--- src/rtl/bcd_clock_hms.sv ---
// BCD time-of-day counter: seconds, minutes, hours (24 h or 12 h + pm).
// Ports: clk, rst_n, ce, L/sel/DI load, QS/QM/QH/pm/QHMS, carries, load_err.
// Optional alarm (al_we, AL, al_clr, alarm) with `define BCD_CLOCK_ALARM_EN.
module bcd_clock_hms #(
    parameter bit MODE_24H = 1'b1,
    parameter bit HAS_SEC  = 1'b1
) (
    input  logic        clk,
    input  logic        rst_n,
    input  logic        ce,
    input  logic        L,
    input  logic [1:0]  sel,
    input  logic [7:0]  DI,
`ifdef BCD_CLOCK_ALARM_EN
    input  logic        al_we,
    input  logic [16:0] AL,
    input  logic        al_clr,
    output logic        alarm,
`endif
    output logic [7:0]  QS,
    output logic [7:0]  QM,
    output logic [7:0]  QH,
    output logic        pm,
    output logic [23:0] QHMS,
    output logic        co_s,
    output logic        co_m,
    output logic        co,
    output logic        load_err
);

    localparam logic [7:0] H_RST = MODE_24H ? 8'h00 : 8'h12;

    logic [7:0] s_q, m_q, h_q;
    logic [7:0] s_d, m_d, h_d;
    logic       pm_q, pm_d;
    logic       err_q, ld_ok;
    logic       sec_end, hr_end;

    function automatic logic [7:0] inc60(input logic [7:0] v);
        if (v == 8'h59)
            return 8'h00;
        else if (v[3:0] == 4'd9)
            return {v[7:4] + 4'd1, 4'd0};
        else
            return {v[7:4], v[3:0] + 4'd1};
    endfunction

    function automatic logic [7:0] inc_h24(input logic [7:0] v);
        if (v == 8'h23)
            return 8'h00;
        else if (v[3:0] == 4'd9)
            return {v[7:4] + 4'd1, 4'd0};
        else
            return {v[7:4], v[3:0] + 4'd1};
    endfunction

    function automatic logic [7:0] inc_h12(input logic [7:0] v);
        if (v == 8'h12)
            return 8'h01;
        else if (v[3:0] == 4'd9)
            return {v[7:4] + 4'd1, 4'd0};
        else
            return {v[7:4], v[3:0] + 4'd1};
    endfunction

    function automatic logic ok60(input logic [6:0] d);
        return (d[6:4] <= 3'd5) && (d[3:0] <= 4'd9);
    endfunction

    function automatic logic ok24(input logic [6:0] d);
        return (d[3:0] <= 4'd9) &&
               ((d[6:4] < 3'd2) || (d[6:4] == 3'd2 && d[3:0] <= 4'd3));
    endfunction

    function automatic logic ok12(input logic [6:0] d);
        return (d[6:4] == 3'd0 && d[3:0] != 4'd0 && d[3:0] <= 4'd9) ||
               (d[6:4] == 3'd1 && d[3:0] <= 4'd2);
    endfunction

    // Without a seconds stage every tick is a minute boundary.
    assign sec_end = HAS_SEC ? (s_q == 8'h59) : 1'b1;
    assign hr_end  = MODE_24H ? (h_q == 8'h23)
                              : (h_q == 8'h11 && pm_q);
    assign co_s    = ~L & ce & sec_end;
    assign co_m    = co_s & (m_q == 8'h59);
    assign co      = co_m & hr_end;

    always_comb begin
        s_d   = s_q;
        m_d   = m_q;
        h_d   = h_q;
        pm_d  = pm_q;
        ld_ok = 1'b0;
        if (L) begin
            // Chain frozen; only a validated field is written.
            unique case (1'b1)
                sel == 2'd0: begin
                    if (HAS_SEC && ok60(DI[6:0])) begin
                        ld_ok = 1'b1;
                        s_d   = {1'b0, DI[6:0]};
                    end
                end
                sel == 2'd1: begin
                    if (ok60(DI[6:0])) begin
                        ld_ok = 1'b1;
                        m_d   = {1'b0, DI[6:0]};
                    end
                end
                sel == 2'd2: begin
                    if (MODE_24H) begin
                        if (ok24(DI[6:0])) begin
                            ld_ok = 1'b1;
                            h_d   = {1'b0, DI[6:0]};
                        end
                    end else if (ok12(DI[6:0])) begin
                        ld_ok = 1'b1;
                        h_d   = {1'b0, DI[6:0]};
                        pm_d  = DI[7];
                    end
                end
                default: ld_ok = 1'b0;
            endcase
        end else begin
            if (HAS_SEC && ce)
                s_d = inc60(s_q);
            if (co_s)
                m_d = inc60(m_q);
            if (co_m) begin
                if (MODE_24H) begin
                    h_d = inc_h24(h_q);
                end else begin
                    h_d = inc_h12(h_q);
                    if (h_q == 8'h11)
                        pm_d = ~pm_q;
                end
            end
        end
    end

    always_ff @(posedge clk or negedge rst_n) begin
        if (!rst_n) begin
            s_q   <= 8'h00;
            m_q   <= 8'h00;
            h_q   <= H_RST;
            pm_q  <= 1'b0;
            err_q <= 1'b0;
        end else begin
            s_q   <= s_d;
            m_q   <= m_d;
            h_q   <= h_d;
            pm_q  <= pm_d;
            err_q <= L & ~ld_ok;
        end
    end

`ifdef BCD_CLOCK_ALARM_EN
    localparam logic [16:0] AL_RST = MODE_24H ? 17'h00000
                                              : {1'b0, 8'h12, 8'h00};

    logic [16:0] al_q;
    logic        alarm_q;
    logic        al_pm_now, al_pm_reg, al_hit;

    // pm takes part in the match only in 12 h mode.
    assign al_pm_now = MODE_24H ? 1'b0 : pm_d;
    assign al_pm_reg = MODE_24H ? 1'b0 : al_q[16];
    assign al_hit    = co_s &&
                       ({al_pm_now, h_d, m_d} == {al_pm_reg, al_q[15:0]});

    always_ff @(posedge clk or negedge rst_n) begin
        if (!rst_n) begin
            al_q    <= AL_RST;
            alarm_q <= 1'b0;
        end else begin
            if (al_we)
                al_q <= AL;
            if (al_clr)
                alarm_q <= 1'b0;
            else if (al_hit)
                alarm_q <= 1'b1;
        end
    end

    assign alarm = alarm_q;
`endif

    assign QS       = s_q;
    assign QM       = m_q;
    assign QH       = h_q;
    assign pm       = MODE_24H ? 1'b0 : pm_q;
    assign QHMS     = {h_q, m_q, s_q};
    assign load_err = err_q;

endmodule
--- config.mk ---
export PLATFORM = sky130hd
export DESIGN_NAME = bcd_clock_hms
export DESIGN_NICKNAME = d
export VERILOG_FILES = /design/src/rtl/bcd_clock_hms.sv
export SDC_FILE = /design/constraint.sdc
export NUM_CORES = 1
export LEC_CHECK = 0
export CORE_MARGIN = 3
export CORE_UTILIZATION = 46
export DETAILED_ROUTE_END_ITERATION = 6
export GPL_TIMING_DRIVEN = 1
export PLACE_DENSITY_LB_ADDON = 0.2
export SKIP_LAST_GASP = 1
export SYNTH_ARGS = -nofsm -noshare
export SYNTH_HDL_FRONTEND = slang
export SYNTH_SLANG_ARGS = --single-unit
--- constraint.sdc ---
create_clock -name clk -period 2.01 [get_ports clk]
set_clock_uncertainty 0.1 [all_clocks]
set_input_delay 0.3015 -clock clk [delete_from_list [all_inputs] [get_ports clk]]
set_output_delay 0.3015 -clock clk [all_outputs]
set_load 0.01 [all_outputs]
[Word level (Yosys, flattened, before mapping)]
Cells that the tools add are included.
Word-level totals
  register bits after elaboration: 25
  bits of input ports: 14
  output and inout bits: 53
  word-level logic and storage cells: 77
Cells by class
  add/subtract/negate cells: 6
  magnitude comparators: 4
  eq/ne operators: 14
  muxes and demuxes: 21
  bitwise gates (word level): 7
  reductions and logical operators: 18
Operators by type and width (count)
  $mux 8: 17
  $add 4x1->4 const B: 6
  $eq 8x7->1 const B: 2
  $eq 4x4->1 const B: 3
  $reduce_and 4->1: 3
  $ne 2x1->1 const B: 5
  $reduce_and 3->1: 3
  $reduce_bool 3->1: 3
  $eq 8x6->1 const B: 1
  $reduce_bool 2->1: 3
  $and 1x1->1: 5
  $le 4x2->1 const B: 1
  $le 4x4->1 const B: 1
  $eq 3x2->1 const B: 1
  $le 3x3->1 const B: 1
  $logic_and 1x1->1: 3
  $lt 3x2->1 const B: 1
  $mux 1: 3
  $eq 2x1->1 const B: 1
  $eq 2x2->1 const B: 1
  $logic_not 2->1: 1
  $not 1->1: 2
  $pmux 1 s2: 1
  $reduce_or 2->1: 1
  $logic_or 1x1->1: 1

[Longest topological paths before layout]
Gate-level depths: netlist (run 1).
  depth after elaboration: 9
  mapped depth: 7

[Worst setup path after synthesis (run 1)]
No wires, ideal clock.
  path type: reg-to-reg
  from: reg s_q[5] (netlist: QS[5])
  to: reg h_q[0] (netlist: QH[0])
  data arrival time: 1.692 ns
  data required time: 1.782 ns
  setup slack: 0.091 ns
  stages on the path, launching flop included: 8
  buffers on the path: 0
  clock period less this slack: 1.919 ns
  path through: dfrtp_1 > inv_1 > ha_1 > and4b_2 > nand4_4 > o21ai_2 > nand2_1 > mux2_1
On the way
  word-level cells in the longest chain between the ends: 5
Ends and longest elaborated chain
  start, declared: line 33  | logic [7:0] s_q, m_q, h_q;
  start signal, assigned: line 142  | s_q <= 8'h00;
  start signal, assigned: line 148  | s_q <= s_d;
  $eq 8x7->1: line 81  | assign sec_end = HAS_SEC ? (s_q == 8'h59) : 1'b1;
  $and 1x1->1: line 84  | assign co_s = ~L & ce & sec_end;
  $and 1x1->1: line 85  | assign co_m = co_s & (m_q == 8'h59);
  $reduce_bool 2->1 (no line)
  $reduce_and 3->1 (no line)
  end signal, assigned: line 144  | h_q <= H_RST;
  end signal, assigned: line 150  | h_q <= h_d;
  end, declared: line 33
Every way passes these cells.
A chain may end at the register's enable or synchronous reset.

[Final worst setup path (run 1)]
  from: reg h_q[1] (netlist: QH[1])
  to: reg h_q[1] (netlist: QH[1])
On the way
  word-level cells in the longest chain between the ends: 5
  elaborated cells on any way between the ends: 7
  classes of those cells: add/sub: 1; eq/ne: 2; mux: 4
Ends and longest elaborated chain
  $add 4x1->4 / $eq 4x4->1 (equally long branches)
  $mux 8: line 51  | else if (v[3:0] == 4'd9)
  $mux 8 (*): line 49  | if (v == 8'h23)
  $mux 8 (*): line 128  | if (co_m) begin
  $mux 8 (*): line 94  | if (L) begin
Mark *: on every way between the ends. The rest lies on a longest branch, timed or not. The select of a mux whose other input is x is not followed.

==> results of run 1 <==
-- worst max path at each step --
stage                 startpoint  slack [ns]                end
5_1_grt        QH[1]$_DFFE_PN0P_       -0.04  QH[1]$_DFFE_PN0P_
3_3_place_gp                  ce       -0.31                 co
3_5_place_dp                  ce       -0.32                 co
6_report       QH[1]$_DFFE_PN0P_      -0.004  QH[1]$_DFFE_PN0P_
2_1_floorplan  QS[5]$_DFFE_PN0P_        0.09  QH[0]$_DFFE_PN0P_
4_1_cts        QM[0]$_DFFE_PN0P_       -0.01  QM[4]$_DFFE_PN0P_
-- sequential cells by signal, indices dropped and copies added (netlist names) --
register,flops
QM,8
QS,8
load_err,1
QH,8
-- routing by layer --
metal	up-vias	routed length (um)
met5	-	0
met1	1054	2850
met2	94	3180
li1	1056	-
met3	10	347
met4	0	92
-- layout by cell type, fill, tap and decap left out, types with 3 or more instances in the layout --
master            n
a21oi_1          11
a31oi_1           6
buf_2             3
buf_4            75
buf_6             6
clkbuf_8          3
clkdlybuf4s50_1  61
dfrtp_1          25
ha_1              8
ha_4              3
inv_1             7
inv_2             4
mux2_1            3
nand2_1          20
nand3_1          12
nand3b_1          3
nor2_1            8
nor2b_1           4
nor3_1            4
o21a_1            4
o21ai_0           8
o21ai_1          13
-- cell usage after synthesis, types with 3 or more instances --
library cell / number / area share, %
a21oi_1: 12 / 3.0
a31oi_1: 6 / 1.9
and2_1: 3 / 0.94
buf_4: 25 / 9.4
dfrtp_1: 25 / 31
ha_1: 12 / 7.5
inv_1: 10 / 1.9
mux2_1: 4 / 2.2
nand2_1: 22 / 4.1
nand3_1: 12 / 3.0
nand3b_1: 3 / 1.1
nor2_1: 8 / 1.5
nor2b_1: 5 / 1.6
nor3_1: 4 / 1.0
o21a_1: 4 / 1.5
o21ai_0: 9 / 2.2
o21ai_1: 13 / 3.2
-- stage by stage --
stage | utilization (%) | total power [W] | instance area (um^2) | hold WS, ns | TNS (ns)
final | 79.3 | 0.00283 | 3260 | 0.316 | -0.00384
after global routing | 79.3 | 0.00302 | 3260 | 0.351 | -0.172
after CTS | 76.5 | 0.00270 | 3150 | 0.302 | -0.0123
after detailed placement | 72.2 | 0.00225 | 2970 | 0.439 | -3.31
after global placement | 72.2 | 0.00222 | 2970 | 0.430 | -2.65
after floorplan | - | 0.00148 | 2010 | -0.0941 | 0
-- worst max-delay path, cell delays in order, from the launching register on --
cell and delay (ns):
dfrtp_1 0.40, ha_2 0.19, nor2b_4 0.12, and4b_1 0.22, buf_4 0.14, or3_4 0.40
buf_6 0.13, o21ai_2 0.10, mux2_4 0.15
-- cell families after synthesis --
family | Yosys count
buffers and inverters | 40
multiplexers | 6
AO/OA/AOI/OAI | 63
AND/OR/NAND/NOR | 82
other | 1
flip-flops | 25
adder cells (fa/ha/maj) | 12
-- timing repair --
action / 4_1_cts / 5_1_grt
setup buffers: 13 / 8
endpoints found under the setup margin: 3 / 16
gates resized for setup: 21 / 21
pin swaps: 2 / 10
-- power groups by stage --
stage | sequential, W | clock [W] | combinational, W
after floorplan | 0.000863 | 0 | 0.000619
after global placement | 0.000704 | 0 | 0.00152
after detailed placement | 0.000709 | 0 | 0.00154
after CTS | 0.000711 | 0.000316 | 0.00168
after global routing | 0.000737 | 0.000346 | 0.00194
final | 0.000721 | 0.000313 | 0.00179
-- area by class of cell --
type,count,area [um^2]
inverters,11,41.3
repair buffers,145,1260
well taps,50,62.6
clock inverters,1,5.00
multi-input cells,164,1230
clock buffers,3,41.3
fillers,287,853
flip-flops and latches,25,626
==> impl_metrics.tcl, run 1 <==
set metrics [dict create \
    status "finished, violations left" \
    violations "negative setup slack" \
    grt_first_pass_wirelength_um 10000 \
    worstPathArrival_ns 2.13 \
    endpoint_kind "flop" \
    reg2reg_depth 8 \
    finalCritPeriodShare_pct 100 \
    power_frac_comb_pct 63.4 \
    finalMaxSlewViolations 0 \
    antenna_found_initial 0 \
    fin_ws_ns -0.00384 \
    r2r_setup_slack_ns -0.004 \
    met2_usage_pct 40.5 \
    portBuffers 64 \
    avgSynthCellArea_um2 8.76 \
    synthArstFlopShare_pct 100 \
    dp.cells 376 \
    drive_above_1_share_pct 34.1 \
    drc 0 \
    rows 23 \
    num_io_pins 67 \
    post-route-min-period_ns 2.01 \
    ant_nets 0 \
    synthesis.nets 255 \
    cts_buffers 3 \
    grt_pass1_vias 2124 \
    p_int_w 0.00179 \
    htree_levels 1 \
    cts_tree "built" \
    r2r_start "QH[1]$_DFFE_PN0P_" \
    synth_fa_ha_area_share_pct 7.48 \
    start_util_pct 48.8 \
    synthDistinctLibCells 58 \
    synth_top_family_by_area "simple AND/OR/NAND/NOR gates" \
    yosysWarnings 0 \
    die_area_um2 5190 \
    area_growth_pct 62.5 \
    ys.flop_type "dfrtp_1" \
    cts_root_buf "clkbuf_8" \
    rsz0062_at_grt "yes" \
    drt-vias-per-instance 5.55 \
    netlist_area_um2 2010 \
    final_cells 399 \
    globalRouteMet3Util_pct 2.49 \
    track_usage_pct 24.3 \
    hold_class "in -> async" \
    synth_compound_area_share_pct 21.1 \
    dp_hpwl_um 4570 \
    worst-setup-path-type "reg -> reg" \
    critPathMaxFanout 3 \
    switching_power_w 0.00104 \
    ys_seq_elements 25 \
    ir_drop_mv 0.700 \
    clock_path_buffers 2 \
    antenna_cells 0 \
    synth-edff-count 0 \
    routed_wirelength_um 6460 \
    seq_power_share_pct 25.5 \
    synth_xor_area_share_pct 0 \
    wl_per_cell_um 16.2 \
    nets 376 \
    pre_cts_ws_ns -0.316 \
    die_height_um 72.1 \
    start_kind "flop" \
    crit_required_ns 2.13 \
    ys_seq_area_share_pct 31.2 \
    swShare_pct 36.7 \
    die_width_um 72.1 \
    dr.pass1.iters 4 \
    syn_inst 229 \
    p_leak_nw 1.48 \
    setup_viol 1 \
    maxCapViolCount 0 \
    synth-simple-area-share_pct 24.6 \
    vias 2214 \
    overflow 0 \
    place_congestion 0.855 \
    grt_max_degree 26 \
    max_freq_mhz 497 \
    cts.hold.buffers_added 0 \
    power_density_nw_per_um2 867 \
    synthMuxAreaShare_pct 3.24 \
    top_usage_layer "met2" \
    drtIter0Drc 203 \
    core_um2 4120 \
    hold_viol 0 \
    use_met1_pct 33.3 \
    insertion_delay_ns 0.27 \
    clk_pin_slew_ns 0.10 \
    cts.sinks 25 \
    regToRegEndpoint "QH[1]$_DFFE_PN0P_" \
    clockPowerShare_pct 11.1 \
]
No activity file was read; power rests on OpenSTA's default activity.
==> run 2, diff against run 1 <==
- SLEW_MARGIN: unset -> 20
==> results of run 2 <==
Final layout, timing and power as in run 1 (identical DEF).
==> run 3, diff against run 2 <==
- PLACE_DENSITY: unset -> 0.91
- PLACE_DENSITY_LB_ADDON: 0.2 -> unset
==> run 3 against run 2 <==
Effect of this change: the run now ends clean; setup slack better by 0.040 ns; worst hold slack worse by 0.028 ns; register-to-register slack better by 0.04 ns; non-clock buffer count down 16; sequential power down 0.6%; first-iteration DRC count up 5.9%; critical path depth up 1; combinational power down 4%; maximum frequency up 2.0%; design area down 3.6%; clock power up 1%; largest power group unchanged.
==> impl_metrics.tcl, run 3 (same netlist as run 1, synthesis figures left out) <==
set metrics [dict create \
    critPathMaxFanout 3 \
    fin_area_um2 3150 \
    grt_first_pass_wirelength_um 10200 \
    final_common_cell "buf_4" \
    die_height_um 72.1 \
    die_width_um 72.1 \
    antenna_found_initial 0 \
    cp_cell_sequence "inv_2 > ha_4 > and4b_2 > buf_6 > nand4_4 > buf_4 > o21a_1 > o21ai_1 > o21ai_1" \
    area_growth_pct 56.7 \
    max_freq_mhz 507 \
    endpoint_kind "flop" \
    grt_max_degree 26 \
    vias 2222 \
    dp_hpwl_um 4790 \
    dr.pass1.iters 5 \
    rsz0062_at_grt "yes" \
    holdWs_ns 0.287 \
    wl_per_cell_um 17.0 \
    pre_cts_ws_ns -0.330 \
    clk_pin_slew_ns 0.10 \
    crit_required_ns 2.06 \
    cts_buffers 3 \
    layout_common_cells "62 x buf_4, 61 x clkdlybuf4s50_1, 25 x dfrtp_1, 19 x nand2_1" \
    postPlaceCellArea_um2 2950 \
    routed_wirelength_um 6500 \
    setup_viol 0 \
    place_congestion 0.901 \
    drt-vias-per-instance 5.80 \
    drtIter0Drc 215 \
    cpMaxStageDelayCell "dfrtp_1" \
    status "finished, final reports clean" \
    grt_pass1_vias 2167 \
    hold_class "in -> async" \
    power_density_nw_per_um2 876 \
    maxCapViolCount 0 \
    cp_common_cell "o21ai_1" \
    worst-setup-path-type "reg -> reg" \
    core_um2 4120 \
    num_io_pins 67 \
    start_util_pct 48.8 \
    rows 23 \
    nets 360 \
    htree_levels 1 \
    finalCritPeriodShare_pct 98.2 \
    cts.sinks 25 \
    finalPower_w 0.00276 \
    multi_input_area_um2 1250 \
    clock_path_buffers 2 \
    cts_tree "built" \
    insertion_delay_ns 0.28 \
    p_leak_nw 1.39 \
    hold_viol 0 \
    post-route-util_pct 76.4 \
    finalMaxSlewViolations 0 \
    antenna_cells 0 \
    ant_nets 0 \
    fillers 268 \
    portBuffers 64 \
    seqCellArea_um2 626 \
    critPathMaxStageDelay_ns 0.40 \
    post-route-min-period_ns 1.97 \
    fin_ws_ns 0.0364 \
    ir_drop_mv 0.708 \
    drive_above_1_share_pct 32.4 \
    overflow 0 \
    worstPathArrival_ns 2.03 \
    track_usage_pct 24.3 \
    start_kind "flop" \
    cts_root_buf "clkbuf_8" \
    die_area_um2 5190 \
    drc 0 \
]
## run 3: changes by cell type in the layout (fill, tap and decap cells not counted), sizes merged
cell    before  now
clkbuf       3    4
clkinv       1    0
buf         84   68
## run 3: power breakdown
part,switching [W],internal [W]
Combinational,0.000776,0.000946
Clock,0.000175,0.000142
Sequential,0.0000919,0.000625
Total,0.00104,0.00171
## run 3: final cells by class
cell class | count | share of cell area (%)
Clock buffer | 4 | 1.43
Inverter | 11 | 1.31
Timing Repair Buffer | 129 | 35.8
Multi-Input combinational cell | 164 | 39.6
Sequential cell | 25 | 19.9
Tap cell | 50 | 1.99
## run 3: final timing paths
path	slack, ns	cells after the start	start	endpoint
max reg2reg	0.04	9	QS[5]$_DFFE_PN0P_	QH[3]$_DFFE_PN0P_
max	0.04	9	QS[5]$_DFFE_PN0P_	QH[3]$_DFFE_PN0P_
min in group clk	0.47	2	QM[5]$_DFFE_PN0P_	QM[5]$_DFFE_PN0P_
max in group asynchronous	1.26	2	rst_n	QH[3]$_DFFE_PN0P_
min	0.29	2	rst_n	QS[1]$_DFFE_PN0P_
min reg2reg	0.47	2	QM[5]$_DFFE_PN0P_	QM[5]$_DFFE_PN0P_
## run 3: routing by layer
layer / up-vias / track usage [%] / wire length, um
li1: 1020 / - / -
met1: 1065 / 32.0 / 2690
met2: 118 / 40.1 / 3160
met3: 19 / 3.32 / 475
met4: 0 / 9.81 / 174
met5: - / 0 / 0
## run 3: repair_timing
item	4_1_cts	5_1_grt
buffers inserted	2	4
gates resized for setup	27	17
hold buffers	0	0
endpoints found under the setup margin	7	12
pin swaps	5	9
## run 3: through the flow
stage                     instances  TNS [ns]
after floorplan                 229         0
after global placement          373     -1.42
after detailed placement        373     -2.73
after CTS                       379         0
after global routing            383    -0.123
final                           383         0
## run 3: critical path: cells and delay by family, from the launching register on
kind	cells	cell delay, ns
AO/OA/AOI/OAI	3	0.46
flip-flops	1	0.40
buffers and inverters	3	0.39
AND/OR/NAND/NOR	2	0.36
adder cells (fa/ha/maj)	1	0.13
